**src/rtl/hamming_pkg.sv**
```systemverilog
// Shared definitions for the Hamming (16,11) SECDED correction stage.
// Block bit k is stream position k: 0 = overall parity, 1/2/4/8 = check
// bits, all other positions carry data.
package hamming_pkg;

  localparam int unsigned BLK_W  = 16;
  localparam int unsigned DATA_W = 11;
  localparam int unsigned SYN_W  = 4;

  typedef enum logic [1:0] {
    IDLE,
    CHECK,
    SHIFT
  } state_t;

  // Block positions of the data bits, in serial output order.
  localparam logic [SYN_W-1:0] DATA_POS [0:DATA_W-1] = '{
    4'd3, 4'd5, 4'd6, 4'd7, 4'd9, 4'd10, 4'd11, 4'd12, 4'd13, 4'd14, 4'd15
  };

endpackage

```
**src/rtl/hamming_fix.sv**
```systemverilog
// Combinational SECDED check and single-bit correction of one 16-bit block.
// Ports:
//   i_blk    - received block, bit k = stream position k
//   o_syn    - XOR of the indices of all set bits
//   o_par    - XOR of all 16 bits
//   o_fixed  - block with bit o_syn flipped when a single error is seen
//   o_single - single error (correctable, includes position 0)
//   o_double - double error (syndrome set, overall parity even)
module hamming_fix
  import hamming_pkg::*;
(
  input  logic [BLK_W-1:0] i_blk,
  output logic [SYN_W-1:0] o_syn,
  output logic             o_par,
  output logic [BLK_W-1:0] o_fixed,
  output logic             o_single,
  output logic             o_double
);

  always_comb begin
    o_syn = '0;
    for (int unsigned k = 1; k < BLK_W; k++) begin
      if (i_blk[k]) begin
        o_syn = o_syn ^ SYN_W'(k);
      end
    end
    o_par    = ^i_blk;
    o_single = o_par;
    o_double = !o_par && (o_syn != '0);
    // Odd parity means one flipped bit; syn==0 then points at the parity bit.
    o_fixed  = i_blk;
    if (o_par) begin
      o_fixed[o_syn] = ~i_blk[o_syn];
    end
  end

endmodule

```
**src/rtl/hamming_corrector.sv**
```systemverilog
// Hamming (16,11) SECDED corrector: accepts one block, checks/corrects it in
// one cycle, then shifts the 11 data bits out with a valid/ready handshake.
// Parameters:
//   DROP_ON_DED - 1: discard double-error blocks; 0: shift them out with out_err
//   CNT_W       - width of the optional error counters
// Optional feature macro: HAMMING_CORRECTOR_ERRCNT_EN adds saturating
// cnt_sec / cnt_ded counters (cleared only by reset).
// Ports:
//   clk, rst_n            - clock, synchronous active-low reset
//   in_blk/in_valid/in_ready       - block input handshake
//   out_bit/out_valid/out_ready    - serial data output handshake
//   out_last              - 11th data bit of the block
//   out_err               - block is uncorrectable (held for the whole block)
//   err_single/err_double/err_pos  - status of the last checked block
//   stat_valid            - one-cycle pulse when the status updates
module hamming_corrector
  import hamming_pkg::*;
#(
  parameter int unsigned DROP_ON_DED = 0,
  parameter int unsigned CNT_W       = 8
) (
  input  logic             clk,
  input  logic             rst_n,
  input  logic [BLK_W-1:0] in_blk,
  input  logic             in_valid,
  output logic             in_ready,
  output logic             out_bit,
  output logic             out_valid,
  input  logic             out_ready,
  output logic             out_last,
  output logic             out_err,
  output logic             err_single,
  output logic             err_double,
  output logic [SYN_W-1:0] err_pos,
  output logic             stat_valid
`ifdef HAMMING_CORRECTOR_ERRCNT_EN
  ,
  output logic [CNT_W-1:0] cnt_sec,
  output logic [CNT_W-1:0] cnt_ded
`endif
);

  localparam logic [3:0] LAST_IDX = 4'(DATA_W - 1);

  if (CNT_W < 1) begin : g_cnt_w_chk
    $error("CNT_W must be at least 1");
  end

  state_t           r_state;
  state_t           w_next;
  logic [BLK_W-1:0] r_blk;
  logic [3:0]       r_cnt;
  logic             r_err;
  logic             r_single;
  logic             r_double;
  logic [SYN_W-1:0] r_pos;

  logic [SYN_W-1:0] w_syn;
  logic             w_par;
  logic [BLK_W-1:0] w_fixed;
  logic             w_single;
  logic             w_double;
  logic [SYN_W-1:0] w_pos;

  hamming_fix u_fix (
    .i_blk    (r_blk),
    .o_syn    (w_syn),
    .o_par    (w_par),
    .o_fixed  (w_fixed),
    .o_single (w_single),
    .o_double (w_double)
  );

  // State register
  always_ff @(posedge clk) begin
    if (!rst_n) begin
      r_state <= IDLE;
    end else begin
      r_state <= w_next;
    end
  end

  // Next-state logic
  always_comb begin
    w_next = r_state;
    unique case (r_state)
      IDLE:  if (in_valid) w_next = CHECK;
      CHECK: w_next = (w_double && (DROP_ON_DED != 0)) ? IDLE : SHIFT;
      SHIFT: if (out_ready && (r_cnt == LAST_IDX)) w_next = IDLE;
      default: w_next = IDLE;
    endcase
  end

  // Datapath: capture, correction write-back, bit counter, status
  always_ff @(posedge clk) begin
    if (!rst_n) begin
      r_blk    <= '0;
      r_cnt    <= '0;
      r_err    <= 1'b0;
      r_single <= 1'b0;
      r_double <= 1'b0;
      r_pos    <= '0;
    end else begin
      unique case (r_state)
        IDLE: begin
          r_cnt <= '0;
          r_err <= 1'b0;
          if (in_valid) begin
            r_blk <= in_blk;
          end
        end
        CHECK: begin
          r_blk    <= w_fixed;
          r_cnt    <= '0;
          r_err    <= w_double;
          r_single <= w_single;
          r_double <= w_double;
          r_pos    <= w_single ? w_syn : '0;
        end
        SHIFT: begin
          if (out_ready && (r_cnt != LAST_IDX)) begin
            r_cnt <= r_cnt + 4'd1;
          end
        end
        default: r_cnt <= '0;
      endcase
    end
  end

  // Block position of the data bit currently presented
  always_comb begin
    w_pos = '0;
    for (int unsigned i = 0; i < DATA_W; i++) begin
      if (r_cnt == 4'(i)) begin
        w_pos = DATA_POS[i];
      end
    end
  end

  // Outputs. During CHECK the status is driven straight from the checker so
  // that stat_valid and the new err_* values appear in the same cycle; the
  // registered copy holds them afterwards.
  always_comb begin
    in_ready   = (r_state == IDLE);
    out_valid  = (r_state == SHIFT);
    out_bit    = (r_state == SHIFT) ? r_blk[w_pos] : 1'b0;
    out_last   = (r_state == SHIFT) && (r_cnt == LAST_IDX);
    out_err    = (r_state == SHIFT) && r_err;
    stat_valid = (r_state == CHECK);
    if (r_state == CHECK) begin
      err_single = w_single;
      err_double = w_double;
      err_pos    = w_single ? w_syn : '0;
    end else begin
      err_single = r_single;
      err_double = r_double;
      err_pos    = r_pos;
    end
  end

`ifdef HAMMING_CORRECTOR_ERRCNT_EN
  logic [CNT_W-1:0] r_cnt_sec;
  logic [CNT_W-1:0] r_cnt_ded;

  always_ff @(posedge clk) begin
    if (!rst_n) begin
      r_cnt_sec <= '0;
      r_cnt_ded <= '0;
    end else if (r_state == CHECK) begin
      if (w_single && (r_cnt_sec != '1)) begin
        r_cnt_sec <= r_cnt_sec + 1'b1;
      end
      if (w_double && (r_cnt_ded != '1)) begin
        r_cnt_ded <= r_cnt_ded + 1'b1;
      end
    end
  end

  assign cnt_sec = r_cnt_sec;
  assign cnt_ded = r_cnt_ded;
`endif

endmodule

```
**config.mk**
```make
export PLATFORM = sky130hd
export DESIGN_NAME = hamming_corrector
export DESIGN_NICKNAME = d
export VERILOG_FILES = /design/src/rtl/hamming_pkg.sv /design/src/rtl/hamming_fix.sv /design/src/rtl/hamming_corrector.sv
export SDC_FILE = /design/constraint.sdc
export NUM_CORES = 1
export LEC_CHECK = 0
export ABC_AREA = 0
export CAP_MARGIN = 30
export CORE_MARGIN = 2
export CORE_UTILIZATION = 26
export CTS_CLUSTER_DIAMETER = 150
export DETAILED_ROUTE_END_ITERATION = 8
export REMOVE_ABC_BUFFERS = 1
export SLEW_MARGIN = 25
export SYNTH_ARGS = -nofsm -noshare
export SYNTH_HDL_FRONTEND = slang
export SYNTH_SLANG_ARGS = --single-unit
```
**constraint.sdc**
```tcl
create_clock -name clk -period 3.36 [get_ports clk]
set_input_delay 0.672 -clock clk [delete_from_list [all_inputs] [get_ports clk]]
set_output_delay 0.672 -clock clk [all_outputs]
set_load 0.005 [all_outputs]
```
==> out/metrics.sh <==
COUNT_OF_CELLS_ALONG_THE_WORST_REGISTER_TO_REGISTER_PATH=9
WORST-ENDPOINT-REQUIRED_NS=2.69
WORST_CLOCK_SKEW_NS=0.00693
SETUP_REPAIR_AFTER_GLOBAL_ROUTING_MISSED_ITS_MARGIN='yes'
LAYOUT_WORST_PATH_CYCLE_SHARE_PCT=95.9
SYNTH_ASYNC_SR_FLOP_SHARE_PCT=0
SYNTH-SEQ-AREA-SHARE_PCT=25.7
PLACE_HPWL_UM=4680
LAYOUT_CELL_SHARE_WITH_DRIVE_STRENGTH_BEYOND_1_PCT=20.7
POST-ROUTE-UTIL_PCT=35.9
PATH_MAX_FANOUT=6
SYNTH.DISTINCT_CELLS=53
YOSYS_REGISTER_BITS=29
GLOBALROUTETOTALUTIL_PCT=13.8
SYNTH_AREA_MM2=0.00226
HOLDCRITPATHCLASS='reg2reg'
AREA.GROWTH.SYNTH_TO_FINAL_PCT=32.1
CTS_ROOT_BUF='clkbuf_8'
CLK_TRANSITION_REPORTED_PATHS_NS=0.07
MIN_PERIOD_NS=3.22
DETAILEDROUTE.FIRSTPASSITERATIONCOUNT=5
COUNT_OF_BUFFERS_INSERTED_AT_THE_TOP_LEVEL_PORTS=31
TRITONCTS='done'
MAX_CAP_VIOLATIONS=0
DESIGN.FINAL.NETS=347
GP_ROUTABILITY_CONGESTION=0.818
END_KIND='primary output'
CP_DATA_ARRIVAL_TIME_NS=2.55
DETAIL_ROUTE.ITER0.VIOLATIONS=82
WL_PER_CELL_UM=15.1
ANTENNA_FOUND_INITIAL=0
SYNTHESIS.YOSYS.WARNINGS=0
REPORT.FINAL.SETUP_VIOL=0
CRITICAL_PATH.MOST_COMMON_CELL='nand2_1'
GLOBAL_ROUTE.OVERFLOW_TOTAL=0
CP-START-KIND='register'
PATH_CLASS='reg2out'
SYNTH_TOP_AREA_SHARE_PCT=25.7
CRIT_CHAIN='xor3_1 > xnor3_1 > or2_2 > mux2i_2 > nand2_1 > nand3_1 > nand2_1 > clkdlybuf4s50_1'
YS_TOP_CELLS_BY_AREA='dfxtp_1, a21oi_1, xnor2_1, nand2_1, mux2i_1'
FINAL-SEQ-AREA_UM2=593
SYN-MEAN-INSTANCE-AREA_UM2=8.11
DIE-WIDTH_UM=97.2
CRITICAL_PATH.MAX_STAGE_DELAY_NS=0.45
TRITONCTS_SINKS=29
WORSTPATHBUFFERINVERTERCOUNT=1
SYNTHCELLS=278
GRT_MAX_DEGREE=20
FLOORPLAN.INITIALDENSITY_PCT=27.2
CP_SLOWEST_CELL='xor3_1'
DETAIL_ROUTE.DRC_VIOLATIONS=0
STANDARD_CELL_CORE_AREA_MM2=0.00830
HTREE_LEVELS=2
NUM_ROWS=33
VIA_COUNT_OF_THE_FIRST_GLOBAL_ROUTING_PASS=2133
DESIGN.DIE.AREA_MM2=0.00944
CTSHOLDBUFFERS=0
HOLD-PATH-CELL-COUNT=2
MULTI_INPUT_AREA_MM2=0.00168
WORST-PATH-STAGES=8
CLOCK_TREE_BUFFER_DEPTH=2
CELL_FAMILY_CONTRIBUTING_THE_MOST_DELAY_ON_THE_CRITICAL_PATH='XOR/XNOR gates'
TIMING.FINAL.MAX_SLEW_VIOLATIONS=0
HOLD_VIOL=0
CLK_LATENCY_NS=0.29
DESIGN.PORTCOUNT=32
DIE_HEIGHT_UM=97.2
YOSYS.AREA.TOP_TYPE='dfxtp_1'
FMAX_MHz=310
OUTCOME='finished clean'
CTS_MADE_BUFFERS=5
FILLER_CELL_COUNT=871
YS.FLOP_TYPE='dfxtp_1'
SYNTH_EDF_COUNT=0
MAX_SLEW_MARGIN_PCT=57.1
ANTENNA_LEFT=0
VIAS_PER_CELL=5.11
INSERTEDDIODECOUNT=0
VIAS=2193
GRT_FIRST_PASS_WIRELENGTH_UM=10700
WORST_SLEW_PIN_SLEW_NS=0.644
DRT_WL_TOTAL_UM=6460
==> cell usage in the layout (no fill, tap or decap), types with 2 or more instances in the layout <==
cell type        count
o221a_2              4
dfxtp_2             10
clkdlybuf4s50_1     30
or2_2                2
nor2_1              26
and2_1               7
ha_1                 2
mux2i_1              9
o31ai_1              4
nor3b_1              2
a31oi_1              4
buf_4               19
o21ai_0              5
a21oi_1             32
o21ai_2              2
xnor2_4              2
o221ai_1             7
nand2b_1             3
ha_2                 2
o22ai_1              2
nand3_1             12
xnor2_2              4
inv_1                6
o211ai_1             3
nand2_1             29
mux2_2               2
nand4b_1             3
a211oi_1            10
xor2_1               4
xnor2_1             12
clkbuf_8             7
nor2b_1              7
o2111ai_1            2
dfxtp_1             19
o211a_4              2
==> state kept, by name (all words and copies together) (netlist names) <==
register / flops
r_double: 1
r_single: 1
r_pos: 4
r_state: 2
r_err: 1
r_blk: 16
r_cnt: 4
==> per-stage QoR <==
step	hold slack, ns	instance area, µm²	TNS, ns	setup WS, ns	cells
6_report	0.460	2980	0	0.139	429
5_1_grt	0.491	2980	-0.0433	-0.0198	429
4_1_cts	0.464	2910	0	0.00974	428
3_5_place_dp	0.454	2760	-0.0417	-0.0417	418
3_3_place_gp	0.448	2760	0	0.0439	418
2_1_floorplan	0.440	2190	0	0.531	265
==> worst min-delay path, delay by kind of cell, from the launching register on <==
kind            cells  cell delay (ns)
compound gates      1             0.05
flops               1             0.30
simple gates        1             0.06
==> worst paths after layout <==
path | start | end | slack, ns
setup / recovery | r_blk[9] | err_double | 0.14
hold / removal | r_double | r_double | 0.46
setup reg to reg | r_blk[11] | r_blk[15] | 0.51
hold reg to reg | r_double | r_double | 0.46
==> metal layers <==
| metal | part of all wire (%) | track usage [%] |
|---|---|---|
| met5 | 0 | 0 |
| met4 | 0.88 | 3.79 |
| met3 | 5.3 | 2.88 |
| met2 | 42 | 20.1 |
| met1 | 51 | 20.5 |
==> layout make-up <==
class / instances / share of cell area, %
clock inverter: 1 / 0.168
clock buffer: 7 / 3.23
timing repair buffer: 50 / 15.2
sequential: 29 / 19.9
inverter: 7 / 0.882
multi-input combinational: 230 / 56.2
tap: 105 / 4.41
==> kinds of logic after synthesis <==
| family | Yosys count | share of synthesized area [%] |
|---|---|---|
| compound gates | 87 | 26.0 |
| fa+ha+maj | 4 | 2.22 |
| simple gates | 98 | 20.9 |
| mux | 13 | 6.43 |
| flops | 29 | 25.7 |
| buf+inv | 20 | 4.16 |
| xor+xnor | 27 | 14.5 |
==> what timing repair did <==
action                                  CTS  global route
endpoints found under the setup margin    5             6
resized for setup                        12            17
pin swaps                                 2             2
gates cloned                              1             0
setup buffers                             1             1
==> Yosys cell counts (all sizes together), types with 2 or more instances <==
library cell	count
ha	4
nand4b	3
o22ai	2
o221ai	7
o31ai	4
nand2	29
or2	2
a21oi	33
xnor3	2
xnor2	18
inv	7
nand3	12
nor2b	7
buf	5
o211ai	3
mux2	2
o221a	4
a211oi	11
clkbuf	8
nor2	27
dfxtp	29
o21ai	8
and2	7
a31oi	4
nand2b	3
o2111ai	2
mux2i	10
nor3b	2
xor2	6
Power is not shown: default switching activity piles up to over one toggle a cycle in this logic, so the estimate is an artifact.
